File: src/rtl/ram_arb_pkg.sv
// Shared types and constants for the two-requester RAM arbiter.
package ram_arb_pkg;

    typedef enum logic [1:0] {
        IDLE  = 2'd0,
        GNT_A = 2'd1,
        GNT_B = 2'd2
    } arb_state_t;

    localparam logic OWN_A = 1'b0;
    localparam logic OWN_B = 1'b1;

    function automatic int burst_cnt_w(input int max_burst);
        return $clog2(max_burst + 1);
    endfunction

endpackage

File: src/rtl/ram_arbiter_if.sv
// Requester-side bundle: access request fields in, grant and read return out.
interface ram_arbiter_if #(
    parameter int ADDR_W = 8,
    parameter int DATA_W = 8
);
    logic              req;
    logic              we;
    logic [ADDR_W-1:0] addr;
    logic [DATA_W-1:0] wdata;
    logic              gnt;
    logic              rvalid;
    logic [DATA_W-1:0] rdata;

    modport master (output req, we, addr, wdata, input gnt, rvalid, rdata);
    modport slave  (input req, we, addr, wdata, output gnt, rvalid, rdata);
endinterface

File: src/rtl/ram_rd_tag_pipe.sv
// Shift register of {valid, owner} that follows each RAM read to its data beat.
module ram_rd_tag_pipe
    import ram_arb_pkg::*;
#(
    parameter int RD_LAT = 2
) (
    input  logic sys_clk,
    input  logic sys_rst_n,
    input  logic in_valid,
    input  logic in_owner,
    output logic out_valid,
    output logic out_owner
);

    logic [RD_LAT-1:0] valid_sr;
    logic [RD_LAT-1:0] owner_sr;

    always_ff @(posedge sys_clk or negedge sys_rst_n) begin
        if (!sys_rst_n) begin
            valid_sr <= '0;
            owner_sr <= {RD_LAT{OWN_A}};
        end else begin
            valid_sr[0] <= in_valid;
            owner_sr[0] <= in_owner;
            for (int i = 1; i < RD_LAT; i++) begin
                valid_sr[i] <= valid_sr[i-1];
                owner_sr[i] <= owner_sr[i-1];
            end
        end
    end

    assign out_valid = valid_sr[RD_LAT-1];
    assign out_owner = owner_sr[RD_LAT-1];

endmodule

File: src/rtl/ram_arbiter.sv
// Round-robin, burst-limited arbiter sharing one single-port RAM between A and B.
// Define ARB_FIXED_PRIO_EN for fixed A priority (A unlimited, B may starve).
//
// state | meaning
// IDLE  | no owner; pick next side (one-cycle gap on every handover)
// GNT_A | A owns the RAM; each cycle with a_req high issues one access
// GNT_B | B owns the RAM; each cycle with b_req high issues one access
module ram_arbiter
    import ram_arb_pkg::*;
#(
    parameter int ADDR_W    = 8,
    parameter int DATA_W    = 8,
    parameter int RD_LAT    = 2,
    parameter int MAX_BURST = 4
) (
    input  logic              sys_clk,
    input  logic              sys_rst_n,
    ram_arbiter_if.slave      a,
    ram_arbiter_if.slave      b,
    output logic              ram_wr_en,
    output logic              ram_rd_en,
    output logic [ADDR_W-1:0] ram_addr,
    output logic [DATA_W-1:0] ram_wdata,
    input  logic [DATA_W-1:0] ram_rdata
);

    localparam int            CW   = burst_cnt_w(MAX_BURST);
    localparam logic [CW-1:0] BMAX = CW'(MAX_BURST);

`ifdef ARB_FIXED_PRIO_EN
    localparam bit FIXED_PRIO = 1'b1;
`else
    localparam bit FIXED_PRIO = 1'b0;
`endif

    arb_state_t    state;
    logic          last_owner;
    logic          cmd_owner;
    logic [CW-1:0] bcnt;
    logic [CW-1:0] bcnt_inc;
    logic          tie_to_a;
    logic          tag_valid;
    logic          tag_owner;

    // Count saturates so an uncontested owner keeps streaming without a gap.
    always_comb begin
        bcnt_inc = (bcnt == BMAX) ? BMAX : bcnt + CW'(1);
    end

    assign tie_to_a = FIXED_PRIO || (last_owner == OWN_B);

    always_ff @(posedge sys_clk or negedge sys_rst_n) begin
        if (!sys_rst_n) begin
            state      <= IDLE;
            a.gnt      <= 1'b0;
            b.gnt      <= 1'b0;
            last_owner <= OWN_B;
            cmd_owner  <= OWN_A;
            bcnt       <= '0;
            ram_wr_en  <= 1'b0;
            ram_rd_en  <= 1'b0;
            ram_addr   <= '0;
            ram_wdata  <= '0;
        end else begin
            ram_wr_en <= 1'b0;
            ram_rd_en <= 1'b0;
            ram_addr  <= '0;
            ram_wdata <= '0;
            case (state)
                IDLE: begin
                    bcnt <= '0;
                    if (a.req && (!b.req || tie_to_a)) begin
                        state <= GNT_A;
                        a.gnt <= 1'b1;
                    end else if (b.req) begin
                        state <= GNT_B;
                        b.gnt <= 1'b1;
                    end
                end
                GNT_A: begin
                    if (!a.req) begin
                        state      <= IDLE;
                        a.gnt      <= 1'b0;
                        last_owner <= OWN_A;
                    end else begin
                        ram_wr_en <= a.we;
                        ram_rd_en <= !a.we;
                        ram_addr  <= a.addr;
                        ram_wdata <= a.we ? a.wdata : '0;
                        cmd_owner <= OWN_A;
                        bcnt      <= bcnt_inc;
                        if (!FIXED_PRIO && (bcnt_inc == BMAX) && b.req) begin
                            state      <= IDLE;
                            a.gnt      <= 1'b0;
                            last_owner <= OWN_A;
                        end
                    end
                end
                GNT_B: begin
                    if (!b.req) begin
                        state      <= IDLE;
                        b.gnt      <= 1'b0;
                        last_owner <= OWN_B;
                    end else begin
                        ram_wr_en <= b.we;
                        ram_rd_en <= !b.we;
                        ram_addr  <= b.addr;
                        ram_wdata <= b.we ? b.wdata : '0;
                        cmd_owner <= OWN_B;
                        bcnt      <= bcnt_inc;
                        if ((bcnt_inc == BMAX) && a.req) begin
                            state      <= IDLE;
                            b.gnt      <= 1'b0;
                            last_owner <= OWN_B;
                        end
                    end
                end
                default: begin
                    state <= IDLE;
                    a.gnt <= 1'b0;
                    b.gnt <= 1'b0;
                end
            endcase
        end
    end

    ram_rd_tag_pipe #(
        .RD_LAT (RD_LAT)
    ) u_tag_pipe (
        .sys_clk   (sys_clk),
        .sys_rst_n (sys_rst_n),
        .in_valid  (ram_rd_en),
        .in_owner  (cmd_owner),
        .out_valid (tag_valid),
        .out_owner (tag_owner)
    );

    assign a.rvalid = tag_valid && (tag_owner == OWN_A);
    assign b.rvalid = tag_valid && (tag_owner == OWN_B);
    assign a.rdata  = a.rvalid ? ram_rdata : '0;
    assign b.rdata  = b.rvalid ? ram_rdata : '0;

endmodule

File: src/flat_wrapper.sv
// flat-port wrapper written by rule: the top's interface ports become plain ports
module ram_arbiter_flat import ram_arb_pkg::*;
#(
    parameter int ADDR_W    = 8,
    parameter int DATA_W    = 8,
    parameter int RD_LAT    = 2,
    parameter int MAX_BURST = 4
)
  (sys_clk, sys_rst_n, ram_wr_en, ram_rd_en, ram_addr, ram_wdata, ram_rdata, a_req, a_we, a_addr, a_wdata, a_gnt, a_rvalid, a_rdata, b_req, b_we, b_addr, b_wdata, b_gnt, b_rvalid, b_rdata);
  ram_arbiter_if #(.ADDR_W(ADDR_W), .DATA_W(DATA_W)) a_i ();
  ram_arbiter_if #(.ADDR_W(ADDR_W), .DATA_W(DATA_W)) b_i ();
  input  logic sys_clk;
  input  logic sys_rst_n;
  output logic ram_wr_en;
  output logic ram_rd_en;
  output logic [ADDR_W-1:0] ram_addr;
  output logic [DATA_W-1:0] ram_wdata;
  input  logic [DATA_W-1:0] ram_rdata;
  input wire logic [$bits(a_i.req)-1:0] a_req;
  input wire logic [$bits(a_i.we)-1:0] a_we;
  input wire logic [$bits(a_i.addr)-1:0] a_addr;
  input wire logic [$bits(a_i.wdata)-1:0] a_wdata;
  output wire logic [$bits(a_i.gnt)-1:0] a_gnt;
  output wire logic [$bits(a_i.rvalid)-1:0] a_rvalid;
  output wire logic [$bits(a_i.rdata)-1:0] a_rdata;
  input wire logic [$bits(b_i.req)-1:0] b_req;
  input wire logic [$bits(b_i.we)-1:0] b_we;
  input wire logic [$bits(b_i.addr)-1:0] b_addr;
  input wire logic [$bits(b_i.wdata)-1:0] b_wdata;
  output wire logic [$bits(b_i.gnt)-1:0] b_gnt;
  output wire logic [$bits(b_i.rvalid)-1:0] b_rvalid;
  output wire logic [$bits(b_i.rdata)-1:0] b_rdata;
  assign a_i.req = a_req;
  assign a_i.we = a_we;
  assign a_i.addr = a_addr;
  assign a_i.wdata = a_wdata;
  assign a_gnt = a_i.gnt;
  assign a_rvalid = a_i.rvalid;
  assign a_rdata = a_i.rdata;
  assign b_i.req = b_req;
  assign b_i.we = b_we;
  assign b_i.addr = b_addr;
  assign b_i.wdata = b_wdata;
  assign b_gnt = b_i.gnt;
  assign b_rvalid = b_i.rvalid;
  assign b_rdata = b_i.rdata;
  ram_arbiter #(.ADDR_W(ADDR_W), .DATA_W(DATA_W), .RD_LAT(RD_LAT), .MAX_BURST(MAX_BURST)) u_core (.sys_clk(sys_clk), .sys_rst_n(sys_rst_n), .a(a_i), .b(b_i), .ram_wr_en(ram_wr_en), .ram_rd_en(ram_rd_en), .ram_addr(ram_addr), .ram_wdata(ram_wdata), .ram_rdata(ram_rdata));
endmodule
File: config.mk
export PLATFORM = sky130hd
export DESIGN_NAME = ram_arbiter_flat
export DESIGN_NICKNAME = d
export VERILOG_FILES = /design/src/rtl/ram_arb_pkg.sv /design/src/rtl/ram_arbiter_if.sv /design/src/rtl/ram_rd_tag_pipe.sv /design/src/rtl/ram_arbiter.sv /design/src/flat_wrapper.sv
export SDC_FILE = /design/constraint.sdc
export NUM_CORES = 1
export LEC_CHECK = 0
export ABC_AREA = 1
export BUFFER_PORTS_ARGS = -buffer_cell sky130_fd_sc_hd__buf_4
export CAP_MARGIN = 20
export CORE_MARGIN = 2
export CORE_UTILIZATION = 41
export CTS_BUF_LIST = sky130_fd_sc_hd__clkbuf_8
export CTS_CLUSTER_SIZE = 16
export DETAILED_ROUTE_END_ITERATION = 10
export PLACE_DENSITY = 0.78
export SLEW_MARGIN = 5
export SYNTH_ARGS = -nofsm -noshare
export SYNTH_HDL_FRONTEND = slang
export SYNTH_HIERARCHICAL = 1
export SYNTH_SLANG_ARGS = --single-unit
File: constraint.sdc
create_clock -name sys_clk -period 1.4 [get_ports sys_clk]
set_clock_uncertainty 0.05 [all_clocks]
set_input_delay 0.14 -clock sys_clk [delete_from_list [all_inputs] [get_ports sys_clk]]
set_output_delay 0.14 -clock sys_clk [all_outputs]
set_load 0.05 [all_outputs]
# Word-level counts from Yosys, hierarchy flattened
# Cells that the tools add are included.
# W data, S select, Z words.
[word_totals]
register_bits = 31
out_inout_bits = 38
word_cells = 87
[op_classes]
n_addsub = 1
n_eq_ne = 12
mux = 41
n_bitwise = 3
n_reduce_logical = 18
[ops]
columns = ["operator", "count"]
rows = [
  ["$mux W8", 8],
  ["$pmux W8 S2", 2],
  ["$reduce_and A3 Y1", 5],
  ["$mux W1", 14],
  ["$mux W2", 6],
  ["$mux W3", 3],
  ["$ne A3 B2 Y1 const B", 3],
  ["$pmux W3 S3", 1],
  ["$ne A2 B2 Y1 const B", 4],
  ["$pmux W1 S2", 4],
  ["$eq A3 B3 Y1 const B", 2],
  ["$pmux W1 S3", 2],
  ["$pmux W2 S3", 1],
  ["$logic_and A1 B1 Y1", 5],
  ["$reduce_and A4 Y1", 1],
  ["$add A3 B1 Y3 const B", 1],
  ["$logic_not A1 Y1", 3],
  ["$not A1 Y1", 3],
  ["$reduce_bool A3 Y1", 1],
  ["$eq A2 B1 Y1 const B", 1],
  ["$eq A2 B2 Y1 const B", 1],
  ["$logic_not A2 Y1", 1],
  ["$ne A2 B1 Y1 const B", 1],
  ["$reduce_bool A2 Y1", 1],
  ["$logic_or A1 B1 Y1", 1],
]

# Logic depth before layout (Yosys ltp)
# Gate-level depths: netlist of the first run.
[depth]
depth_word = 7
depth_mapped = 9

# Modules after synthesis
# Netlist of the first run, hierarchy kept.
[modules_own_cells]
columns = ["mod", "n_inst", "cells_per_inst", "area_each_um2", "seq_area_each_um2"]
rows = [
  ["ram_arbiter", 1, 184, 1407.6, 676.9],
  ["ram_rd_tag_pipe", 1, 4, 100.1, 100.1],
]

# Least setup slack after synthesis of the first run
# OpenSTA, ideal clock, no wires.
[synth_timing]
kind = "flip-flop to output port"
startpoint = "register u_core.u_tag_pipe.owner_sr[1]"
endpoint = "output port a_rdata[0]"
arrival_time_ns = 2.041
setup_slack_ns = -0.831
stages_incl_launch_ff = 4
path_buffers = 0
path_cell_list = "dfrtp_1 -> nor2_1 -> inv_1 -> nor2_1"
[synth_via]
elab_chain_len = 3
[synth_lines]
columns = ["item", "line", "rtl"]
rows = [
  ["start, declared", "ram_rd_tag_pipe.sv:16", "logic [RD_LAT-1:0] owner_sr;"],
  ["start signal, assigned", "ram_rd_tag_pipe.sv:21", "owner_sr <= {RD_LAT{OWN_A}};"],
  ["start signal, assigned by index", "ram_rd_tag_pipe.sv:27", "owner_sr[i] <= owner_sr[i-1];"],
  ["$not A1 Y1", "ram_arbiter.sv:138", "assign a.rvalid = tag_valid && (tag_owner == OWN_A);"],
  ["$logic_and A1 B1 Y1", "ram_arbiter.sv:138", ""],
  ["net a_rvalid", "flat_wrapper.sv:24", "output wire logic [$bits(a_i.rvalid)-1:0] a_rvalid;"],
  ["$mux W8", "ram_arbiter.sv:140", "assign a.rdata = a.rvalid ? ram_rdata : '0;"],
  ["end, declared", "flat_wrapper.sv:25", "output wire logic [$bits(a_i.rdata)-1:0] a_rdata;"],
]
# The timed path passes the listed nets, and every way through them passes these cells.

# Worst setup path after layout of the first run
[layout_timing]
startpoint = "register u_core.u_tag_pipe.owner_sr[1]"
endpoint = "output port a_rdata[7]"
[layout_via]
elab_chain_len = 3
[layout_lines]
columns = ["item", "line"]
rows = [
  ["$not A1 Y1", "ram_arbiter.sv:138"],
  ["$logic_and A1 B1 Y1", "ram_arbiter.sv:138"],
  ["$mux W8", "ram_arbiter.sv:140"],
]
# No other way between the ends.

==> key figures, run 1 <==
Route
  – Iteration count of the initial detailed-routing pass: 4
  – Final routed DRC violation total: 0
  – Final WL: 4.159 mm
  – Antenna-violating nets left: 0
  – Vias after detailed routing: approximately 1600
  – Wirelength per Cell: between 10 and 15 µm
  – Detailed router's first-iteration violation count: 41
  – Number of vias per cell after detailed routing: between 4 and 5

Power
  – Power per standard cell area: 1760 nW/µm²
  – Cell leakage power: roughly 1.4 nW
  – Internal power: around 2.6 mW
  – Net switching fraction of the power: roughly 45%
  – Switching power summed over all nets: approximately 2.1 mW
  – Total power: around 4.7 mW
  – Part of the total power dissipated in the clock network: roughly 16%
  – Sequential group share of total power: 27.5%
  – Max VDD drop: 0.001585 V
  – Combinational power share: 56.5%

Synthesis
  – Mux share of post-synthesis cell area: 0%
  – Area share of and/or/nand/nor cells after synthesis: around 27%
  – Synth warnings: 6
  – Synth async-reset ratio: 100.0%
  – Post-Syn Area: 1508 µm²
  – Post-synthesis register bit count: 31
  – Post-synthesis area per instance: between 8 and 9 µm²
  – Share of the synthesized area in the top cell type: between 40% and 50%
  – Flip-flop cell with the highest count after synthesis: sky130_fd_sc_hd__dfrtp_1
  – Combinational family with the most area after synthesis: simple AND/OR/NAND/NOR gates
  – Area fraction in compound gates after synthesis: 8.963%
  – Number of distinct library cells after synthesis: 19
  – Most frequent cells after synthesis: sky130_fd_sc_hd__nand2_1, sky130_fd_sc_hd__dfrtp_1, sky130_fd_sc_hd__inv_1
  – Most used standard cell by instance count after synthesis: sky130_fd_sc_hd__nand2_1
  – Synthesized net count: 240
  – Area share of xor/xnor cells in the synthesized design: 0%
  – Top cells by area, synth: sky130_fd_sc_hd__dfrtp_1, sky130_fd_sc_hd__nand2_1, sky130_fd_sc_hd__inv_1, sky130_fd_sc_hd__nor2_1, sky130_fd_sc_hd__a21oi_1
  – Library cell occupying the most area in the post-synthesis netlist: sky130_fd_sc_hd__dfrtp_1
  – Cell count after synthesis: between 150 and 200
  – Area share of fa/ha/maj cells after synthesis: under 10%
  – Sequential fraction of the synthesis area: 51.54%
  – Count of flip-flops with a built-in enable after synthesis: 0

Clock tree
  – H-tree level count: 2
  – Count of clock tree sinks: 31
  – CTS tree: done
  – Clock network latency to the later pin of the worst-skew pair: between 0.2 and 0.3 ns
  – Clock root buffer master: sky130_fd_sc_hd__clkbuf_8
  – Clock buffer count from CTS: 5
  – Clock edge transition at the registers on the reported setup and hold paths: around 0.060 ns
  – Maximum buffer depth of the clock tree: 2

Outcome
  – Violations in the final reports: negative setup slack
  – Outcome: finished, violations left

Floorplan
  – Initial cell density of the core: approximately two fifths
  – X dimension of the die: ~65 µm
  – Core area: 3606 µm²
  – Site row count: 22
  – Die area: 4178 µm²
  – Die extent in y: around 65 µm
  – I/O pin count: 84

Worst setup path
  – CP cell instances: nor2_4 -> clkinvlp_4 -> buf_12 -> nor2_4 -> buf_6
  – Worst setup EP type: primary output
  – Critical-path maximum fanout: 8
  – Cell type of the slowest stage on the worst timing path: sky130_fd_sc_hd__dfrtp_1
  – Required arrival time at the worst endpoint: about 1.2 ns
  – Dominant delay contributor by cell family on the critical path: buffers and inverters
  – Library cell appearing most often on the critical path: sky130_fd_sc_hd__nor2_4
  – Worst stage delay on the critical path: roughly 0.4 ns
  – Kind of start point of the critical path: flop
  – Kind of critical path: reg -> out
  – Critical Path AT: between 1 and 1.5 ns
  – Bufs and invs on worst path: 3

Timing
  – Slew at the pin closest to its max-slew limit: approximately 0.38 ns
  – RSZ-0062 raised after global routing: true
  – Maximum clock frequency: about 650 MHz
  – Fin crit share: 109.1%
  – Relative max-transition margin: around 75%
  – Total negative slack: -1.121 ns
  – Count of final hold-check violations: 0
  – Final setup vio count: 16
  – Fin worst setup slack: -0.1279 ns
  – Final max-slew violation count: 0
  – Final worst path period need: roughly 1.5 ns

Finish
  – Total Nets Final: between 300 and 400
  – Share of layout cells above drive strength 1: 51.37%
  – Post-route cell area: 2679 µm²
  – Count of antenna diodes in the layout: 0
  – Layout area overhead: 77.68%
  – Utilization after layout: approximately 74%

GRT
  – Antenna violations before repair: 0
  – Aggregate global-route resource usage: about a fifth
  – Global-route wire length before repair: ~6.3 mm
  – Largest net degree at the start of global routing: 32
  – Via count of the first global-routing pass: between 1000 and 1500
  – Total gr overflow: 0

Place
  – Half-perimeter wire length after detailed placement: slightly above 3 mm
  – Final weighted congestion of routability-driven global placement: 0.8362
  – Port buffer count: 83
  – Cell area reported after detailed placement: 2376 µm²

Job
  – Max cap viols: 0

Worst hold path
  – Hold Path Class: in -> reg
[registers in the layout (all words and copies together), names as in the netlist, 2 cells and up]
name and count:
u_core/ram_addr 8, u_core/u_tag_pipe/owner_sr 2, u_core/u_tag_pipe/valid_sr 2, u_core/ram_wdata 8, u_core/state 2, u_core/bcnt 3
[kinds of logic (layout without fill, tap and decap cells)]
| group | after synthesis | count (layout) |
|---|---|---|
| compound gates | 25 | 25 |
| fa+ha+maj | 6 | 6 |
| buf+inv | 31 | 134 |
| flops | 31 | 31 |
| simple gates | 95 | 96 |
[power groups by stage]
stage	logic [mW]	registers, mW	clock network, mW
2_1_floorplan	1.13	1.64	0
3_3_place_gp	2.25	1.28	0
3_5_place_dp	2.28	1.29	0
4_1_cts	2.37	1.27	0.769
5_1_grt	2.87	1.33	0.818
6_report	2.66	1.30	0.755
[through the flow]
step,std cells,worst slack (ns),hold WS [ns]
floorplan,188,-0.2858,-0.2056
global placement,327,0.002321,0.04275
detailed placement,327,-0.04571,0.03926
CTS,338,-0.1482,0.04717
global route,340,-0.1965,0.04579
finish,340,-0.1279,0.05544
[tightest hold or removal path, delay by kind of cell]
family	cells	cell delay, ns
AO/OA/AOI/OAI	1	0.05
AND/OR/NAND/NOR	1	0.05
buffers and inverters	1	0.10
[area by class of cell]
type	instances	area, µm²
multi-input combinational	127	814.5
sequential	31	779.5
timing repair buffer	96	805.8
clock buffer	7	96.34
inverter	30	118.9
fill	270	927.1
clock inverter	1	3.754
tap	48	60.06
[worst paths after layout]
| path | from | endpoint | slack, ns | depth (start not counted) |
|---|---|---|---|---|
| min | b_wdata[2] | u_core/ram_wdata[2] | 0.06 | 3 |
| max reg2reg | u_core/bcnt[0] | u_core/state[1] | 0.01 | 8 |
| max | u_core/u_tag_pipe/owner_sr[1] | a_rdata[7] | -0.13 | 5 |
| min reg2reg | u_core/u_tag_pipe/owner_sr[0] | u_core/u_tag_pipe/owner_sr[1] | 0.30 | 0 |
| max in group asynchronous | sys_rst_n | u_core/last_owner | 0.71 | 2 |
| min in group asynchronous | sys_rst_n | u_core/ram_wdata[7] | 0.28 | 2 |
[layer usage]
| layer | wire [µm] | share of wire (%) | vias to the layer above | track usage, % |
|---|---|---|---|---|
| met4 | 72 | 1.7 | 0 | 6.383 |
| li1 | - | - | 795 | - |
| met1 | 1568 | 38 | 734 | 22.49 |
| met5 | 0 | 0 | - | 0 |
| met3 | 350 | 8.4 | 6 | 7.986 |
| met2 | 2167 | 52 | 66 | 34.38 |
[layout by cell type (no fill, tap or decap)]
master	netlist	routed
sky130_fd_sc_hd__buf_4	0	81
sky130_fd_sc_hd__nand2_1	53	48
sky130_fd_sc_hd__dfrtp_1	30	28
sky130_fd_sc_hd__inv_1	27	21
sky130_fd_sc_hd__a21oi_1	17	15
sky130_fd_sc_hd__nor2_4	0	12
sky130_fd_sc_hd__nor2_1	23	12
sky130_fd_sc_hd__buf_6	0	10
sky130_fd_sc_hd__inv_2	3	8
sky130_fd_sc_hd__clkbuf_8	0	7
sky130_fd_sc_hd__nand2_2	3	6
sky130_fd_sc_hd__nand4_1	6	6
sky130_fd_sc_hd__nand3_2	2	5
sky130_fd_sc_hd__o21ai_1	1	4
sky130_fd_sc_hd__nand3_1	6	3
sky130_fd_sc_hd__ha_4	0	3
sky130_fd_sc_hd__buf_12	0	3
sky130_fd_sc_hd__nor2_2	2	2
sky130_fd_sc_hd__o21a_1	2	2
sky130_fd_sc_hd__a21oi_2	0	2
sky130_fd_sc_hd__nand2_4	0	2
sky130_fd_sc_hd__ha_1	6	2
sky130_fd_sc_hd__dfrtp_2	0	2
sky130_fd_sc_hd__dlygate4sd3_1	0	1
sky130_fd_sc_hd__buf_8	0	1
sky130_fd_sc_hd__inv_4	0	1
sky130_fd_sc_hd__clkinvlp_4	0	1
sky130_fd_sc_hd__o21ai_4	0	1
sky130_fd_sc_hd__o22ai_4	0	1
sky130_fd_sc_hd__ha_2	0	1
sky130_fd_sc_hd__dfstp_2	1	1
[timing repair]
action                                  CTS  global route
endpoints found under the setup margin   33            40
hold buffers                              1             0
pin swaps                                 7             9
gates resized for setup                  13            34
buffers inserted                          3             1
endpoints found under the hold margin    30             0
gates cloned                              0             1
Power figures use the tool's default switching activity.
==> run 2, diff against run 1 <==
REMOVE_ABC_BUFFERS = 1   (was not set)
==> run 2 against run 1 <==
Effect of this change:
- the run still ends with negative setup slack left
- critical path depth grew 3
- combinational power grew 7%
- worst setup slack gained 0.063 ns
- clock power grew 3%
- cell area is essentially flat
- critical endpoint is now u_core/state[1]
- largest power group unchanged
==> key figures, run 2 (same netlist as run 1, synthesis figures left out) <==
Outcome
  – Violations in the final reports: negative setup slack
  – Outcome: finished, violations left

Finish
  – Post-Layout Cell Count: 340
  – Sequential cell area: 778.2 µm²
  – Layout area overhead: 77.59%
  – Multi-input gate area in the final layout: a little over 800 µm²
  – Most used cells in the layout excluding fill and tap cells: sky130_fd_sc_hd__buf_4, sky130_fd_sc_hd__nand2_1, sky130_fd_sc_hd__dfrtp_1
  – Share of layout cells above drive strength 1: 54.45%
  – Count of antenna diodes in the layout: 0
  – Post-route cell area: ~2700 µm²
  – Largest registers: u_core/ram_addr: 8 flops, u_core/ram_wdata: 8 flops, u_core/bcnt: 3 flops
  – Layout filler cell count: between 200 and 300
  – Total Nets Final: between 300 and 400
  – Most common cell after layout, fill and taps aside: sky130_fd_sc_hd__buf_4

Worst setup path
  – Critical Path AT: around 1.6 ns
  – CP cell instances: inv_2 -> ha_4 -> o21ai_4 -> nand3_2 -> nand2_4 -> nand3_2 -> nand2_1 -> nand2_1
  – End of the worst register-to-register path: u_core/state[1]
  – Kind of start point of the critical path: flop
  – Worst reg2reg startpoint: u_core/bcnt[1]
  – Required arrival time at the worst endpoint: 1.52 ns
  – Worst setup EP type: flop
  – Worst stage delay on the critical path: a little under 0.4 ns
  – Dominant delay contributor by cell family on the critical path: simple AND/OR/NAND/NOR gates
  – Critical-path maximum fanout: 6
  – Number of cells on the worst reg-to-reg path: 8
  – Kind of critical path: reg -> reg
  – Bufs and invs on worst path: 1
  – Reg-to-reg slack, setup: -0.06 ns
  – Cell type of the slowest stage on the worst timing path: sky130_fd_sc_hd__dfrtp_1

GRT
  – Aggregate global-route resource usage: 19.30%
  – Total gr overflow: 0
  – Global-route wire length before repair: around 6.3 mm
  – Antenna violations before repair: 0
  – Via count of the first global-routing pass: roughly 1400
  – Largest net degree at the start of global routing: 32

Floorplan
  – Initial cell density of the core: a little over two fifths
  – Core area: 3606 µm²
  – Die extent in y: around 65 µm
  – X dimension of the die: 64.64 µm
  – Die area: roughly 4200 µm²
  – I/O pin count: 84
  – Site row count: 22

Power
  – Power per standard cell area: between 1500 and 2000 nW/µm²
  – Switching power summed over all nets: between 2 and 2.5 mW
  – Internal power: between 2 and 3 mW
  – Cell leakage power: about 1.4 nW
  – Combinational power share: a little under 60%
  – Net switching fraction of the power: ~46%
  – Sequential group share of total power: a little over a quarter
  – Part of the total power dissipated in the clock network: between 15 and 20%
  – Max VDD drop: about 0.0016 V

Timing
  – Relative max-transition margin: 73.87%
  – Fin crit share: 104.6%
  – Final max-slew violation count: 0
  – Count of final hold-check violations: 0
  – Total negative slack: -0.1250 ns
  – Final setup vio count: 4
  – Final worst path period need: approximately 1.5 ns
  – Maximum clock frequency: a little under 700 MHz
  – Slew at the pin closest to its max-slew limit: slightly below 0.4 ns
  – RSZ-0062 raised after global routing: true
  – Fin worst setup slack: -0.06482 ns

Clock tree
  – Clock buffer count from CTS: 5
  – Clock root buffer master: sky130_fd_sc_hd__clkbuf_8
  – H-tree level count: 2
  – Maximum buffer depth of the clock tree: 2
  – Clock edge transition at the registers on the reported setup and hold paths: about 0.070 ns
  – Clock network latency to the later pin of the worst-skew pair: 0.28 ns
  – CTS tree: done
  – Count of clock tree sinks: 31

Route
  – Vias after detailed routing: between 1500 and 2000
  – Antenna-violating nets left: 0
  – Iteration count of the initial detailed-routing pass: 4
  – Final WL: 4.524 mm
  – Final routed DRC violation total: 0
  – Wirelength per Cell: around 13 µm
  – Detailed router's first-iteration violation count: 40
  – Number of vias per cell after detailed routing: between 4 and 5

Worst hold path
  – Hold Path Class: in -> reg
  – Hold Path Depth: 3
  – Terminating pin of the worst hold path: u_core/ram_wdata[1]
  – Hold wc startpoint: a_wdata[1]

Place
  – DP Cell Count: ~330
  – Cell area reported after detailed placement: between 2000 and 2500 µm²
  – Port buffer count: 83
  – Half-perimeter wire length after detailed placement: ~3.0 mm
  – Placement-stage worst setup slack: -0.09132 ns
  – Final weighted congestion of routability-driven global placement: about 0.84

Job
  – Max cap viols: 0
-- run 2: power groups by stage --
stage                     clock network, mW  logic [mW]  registers (mW)
after global routing                  0.831        3.04            1.32
after floorplan                           0        1.05            1.63
final                                 0.774        2.85            1.30
after CTS                             0.780        2.35            1.26
after global placement                    0        2.23            1.26
after detailed placement                  0        2.28            1.26
-- run 2: layout make-up --
class | instances | area share (%)
Tap cell | 48 | 2.243
Timing Repair Buffer | 97 | 29.58
Clock inverter | 1 | 0.2804
Inverter | 30 | 4.579
Multi-Input combinational cell | 126 | 30.65
Clock buffer | 7 | 3.598
Sequential cell | 31 | 29.07
-- run 2: tightest hold or removal path: stages --
cell and delay [ns]:
sky130_fd_sc_hd__buf_4 0.11, sky130_fd_sc_hd__nand2_2 0.06, sky130_fd_sc_hd__a21oi_2 0.04
-- run 2: how the worst max path moves through the flow --
| stage | to | start | cells after the start |
|---|---|---|---|
| final | u_core/state[1] | u_core/bcnt[1] | 8 |
| after global routing | u_core/state[1] | u_core/bcnt[0] | 8 |
| after CTS | u_core/state[1] | u_core/bcnt[1] | 8 |
| after detailed placement | u_core/state[1] | u_core/bcnt[0] | 8 |
| after global placement | u_core/state[0] | u_core/bcnt[0] | 8 |
| after floorplan | a_rdata[0] | u_core/u_tag_pipe/owner_sr[1] | 3 |
-- run 2: what timing repair did --
item	4_1_cts	5_1_grt
endpoints found under the setup margin	15	43
gates resized for setup	10	68
hold buffers	1	0
setup buffers	1	0
cloned	0	2
pin swaps	6	17
hold endpoints to repair	30	0
-- run 2: routing by layer --
| metal | vias up | wire length (µm) | global-route usage, % |
|---|---|---|---|
| li1 | 793 | - | - |
| met1 | 773 | 1569 | 21.11 |
| met2 | 92 | 2486 | 35.55 |
| met3 | 11 | 363 | 5.729 |
| met4 | 0 | 105 | 6.383 |
| met5 | - | 0 | 0 |
-- run 2: stage by stage --
step | power [mW] | utilization [%] | hold slack [ns]
2_1_floorplan | 2.676 | - | -0.2056
3_3_place_gp | 3.492 | 63.29 | 0.04041
3_5_place_dp | 3.541 | 63.29 | 0.04254
4_1_cts | 4.390 | 67.25 | 0.04988
5_1_grt | 5.194 | 74.25 | 0.04576
6_report | 4.925 | 74.25 | 0.05174
==> run 3, diff against run 2 <==
CORE_ASPECT_RATIO = 1.25   (was not set)
MAX_ROUTING_LAYER = met4   (was not set)
==> run 3 against run 2 <==
Effect of this change:
- the run still ends with negative setup slack left
- maximum frequency increased by 3.4%
- clock power decreased by 20%
- count of clock-buffer cells in the layout decreased by 2
- highest routed layer unchanged
==> key figures, run 3 (same netlist as run 1, synthesis figures left out) <==
Outcome
  – Outcome: finished, violations left
  – Violations in the final reports: negative setup slack

Clock tree
  – Clock buffer count from CTS: 5
  – H-tree level count: 2
  – Clock network latency to the later pin of the worst-skew pair: roughly 0.28 ns
  – Clock edge transition at the registers on the reported setup and hold paths: approximately 0.060 ns
  – Count of clock tree sinks: 31
  – Clock root buffer master: sky130_fd_sc_hd__clkbuf_8
  – Maximum buffer depth of the clock tree: 2
  – CTS tree: done

Route
  – Iteration count of the initial detailed-routing pass: 4
  – Detailed router's first-iteration violation count: a little over 60
  – Final WL: about 5.1 mm
  – Vias after detailed routing: about 1700
  – Antenna-violating nets left: 0
  – Number of vias per cell after detailed routing: 5.078
  – Wirelength per Cell: approximately 15 µm
  – Final routed DRC violation total: 0

Floorplan
  – Die area: between 4000 and 5000 µm²
  – Site row count: 24
  – I/O pin count: 84
  – Core area: between 3000 and 4000 µm²
  – Die extent in y: a little over 70 µm
  – X dimension of the die: approximately 58 µm
  – Initial cell density of the core: 42.91%

Timing
  – Hold slack: 0.05681 ns
  – Final setup vio count: 6
  – Fin worst setup slack: -0.01670 ns
  – Slew at the pin closest to its max-slew limit: between 0.3 and 0.4 ns
  – Final worst path period need: between 1 and 1.5 ns
  – RSZ-0062 raised after global routing: true
  – Maximum clock frequency: 705.9 MHz
  – Count of final hold-check violations: 0
  – Final max-slew violation count: 0
  – Relative max-transition margin: between 70% and 80%
  – Fin crit share: 101.2%
  – Total negative slack: -0.05009 ns

Finish
  – Share of layout cells above drive strength 1: between 50% and 60%
  – Layout area overhead: 79.50%
  – Total Nets Final: between 300 and 400
  – Most used cells in the layout excluding fill and tap cells: sky130_fd_sc_hd__buf_4, sky130_fd_sc_hd__nand2_1, sky130_fd_sc_hd__dfrtp_1
  – Largest registers: u_core/ram_addr: 8 flops, u_core/ram_wdata: 8 flops, u_core/bcnt: 3 flops
  – Most common cell after layout, fill and taps aside: sky130_fd_sc_hd__buf_4
  – Count of antenna diodes in the layout: 0

GRT
  – Busiest layer in global routing: met2
  – Via count of the first global-routing pass: about 1500
  – Aggregate global-route resource usage: between 20% and 30%
  – Antenna violations before repair: 0
  – Total gr overflow: 0
  – Met3 layer usage reported by global route: 6.137%
  – Global-route met2 utilization: 36.99%
  – Met1 usage: a little under a quarter
  – Largest net degree at the start of global routing: 32
  – Global-route wire length before repair: approximately 6.6 mm

Worst setup path
  – Worst setup EP type: flop
  – Required arrival time at the worst endpoint: ~1.5 ns
  – Kind of start point of the critical path: flop
  – Reg-to-reg slack, setup: -0.02 ns
  – Critical Path AT: approximately 1.5 ns
  – Critical-path maximum fanout: 7
  – Kind of critical path: reg -> reg

Place
  – Placement-stage worst setup slack: -0.08637 ns
  – Port buffer count: 83
  – Half-perimeter wire length after detailed placement: between 3 and 4 mm
  – Final weighted congestion of routability-driven global placement: 0.8355

Power
  – Switching power summed over all nets: 2.287 mW
  – Power per standard cell area: approximately 1800 nW/µm²
  – Net switching fraction of the power: between 40% and 50%
  – Combinational power share: between 60 and 70%
  – Internal power: between 2 and 3 mW
  – Cell leakage power: 1.389 nW
  – Max VDD drop: about 0.0014 V
  – Part of the total power dissipated in the clock network: about an eighth
  – Sequential group share of total power: a little over a quarter

Worst hold path
  – Hold Path Class: in -> reg

Job
  – Max cap viols: 0
## run 3: cell types whose count changed in the layout (fill, tap and decap cells not counted), sizes merged
cell      previous run  this run
clkinvlp             1         0
buf                 96       102
clkbuf               7         5
inv                 30        31
## run 3: path summary, 6_finish.rpt
path                                          startpoint                       endpoint  depth (start not counted)
setup / recovery                          u_core/bcnt[0]                   u_core/b.gnt                          8
hold / removal                                 b_addr[2]             u_core/ram_addr[2]                          3
setup reg to reg                          u_core/bcnt[0]                   u_core/b.gnt                          8
hold reg to reg            u_core/u_tag_pipe/valid_sr[0]  u_core/u_tag_pipe/valid_sr[1]                          0
max in group asynchronous                      sys_rst_n              u_core/last_owner                          2
min in group asynchronous                      sys_rst_n            u_core/ram_wdata[7]                          2
## run 3: power by group through the flow
stage | clock, mW | sequential (mW) | combinational (mW)
final | 0.622 | 1.30 | 3.06
after detailed placement | 0 | 1.28 | 2.23
after global routing | 0.669 | 1.33 | 3.27
after global placement | 0 | 1.27 | 2.19
after CTS | 0.631 | 1.26 | 2.37
after floorplan | 0 | 1.63 | 1.05
## run 3: repair_timing
action,CTS,global route
setup endpoints to repair,17,44
pin swaps,7,14
gates cloned,0,1
hold endpoints to repair,30,0
resized for setup,8,79
hold buffers,1,0
buffers inserted,3,4
## run 3: layer usage
layer  wire, µm  vias to the layer above
li1           -                      807
met1       1768                      806
met2       2790                       71
met3        350                       17
met4        157                        0
met5          0                        -
## run 3: cell type report
type / count / area, µm²
Timing Repair Buffer: 103 / 850.8
Inverter: 30 / 125.1
Tap cell: 39 / 48.80
Multi-Input combinational cell: 126 / 829.5
Fill cell: 222 / 807.0
Clock inverter: 1 / 3.754
Clock buffer: 5 / 68.82
Sequential cell: 31 / 779.5
## run 3: through the flow
step	util, %	area (µm²)	power, mW	std cells
floorplan	-	1504	2.676	187
global placement	64.28	2258	3.455	320
detailed placement	64.28	2258	3.505	320
CTS	67.84	2384	4.255	330
global route	77.03	2706	5.266	335
finish	77.03	2706	4.982	335
## run 3: worst max-delay path, cell delays in order (launching register included)
cell and delay, ns:
sky130_fd_sc_hd__dfrtp_1 0.40, sky130_fd_sc_hd__inv_2 0.09, sky130_fd_sc_hd__ha_4 0.21, sky130_fd_sc_hd__o21ai_4 0.15, sky130_fd_sc_hd__nand3_2 0.11, sky130_fd_sc_hd__nand2_4 0.12, sky130_fd_sc_hd__nand3_2 0.07, sky130_fd_sc_hd__nand2_1 0.07
sky130_fd_sc_hd__nand2_1 0.05
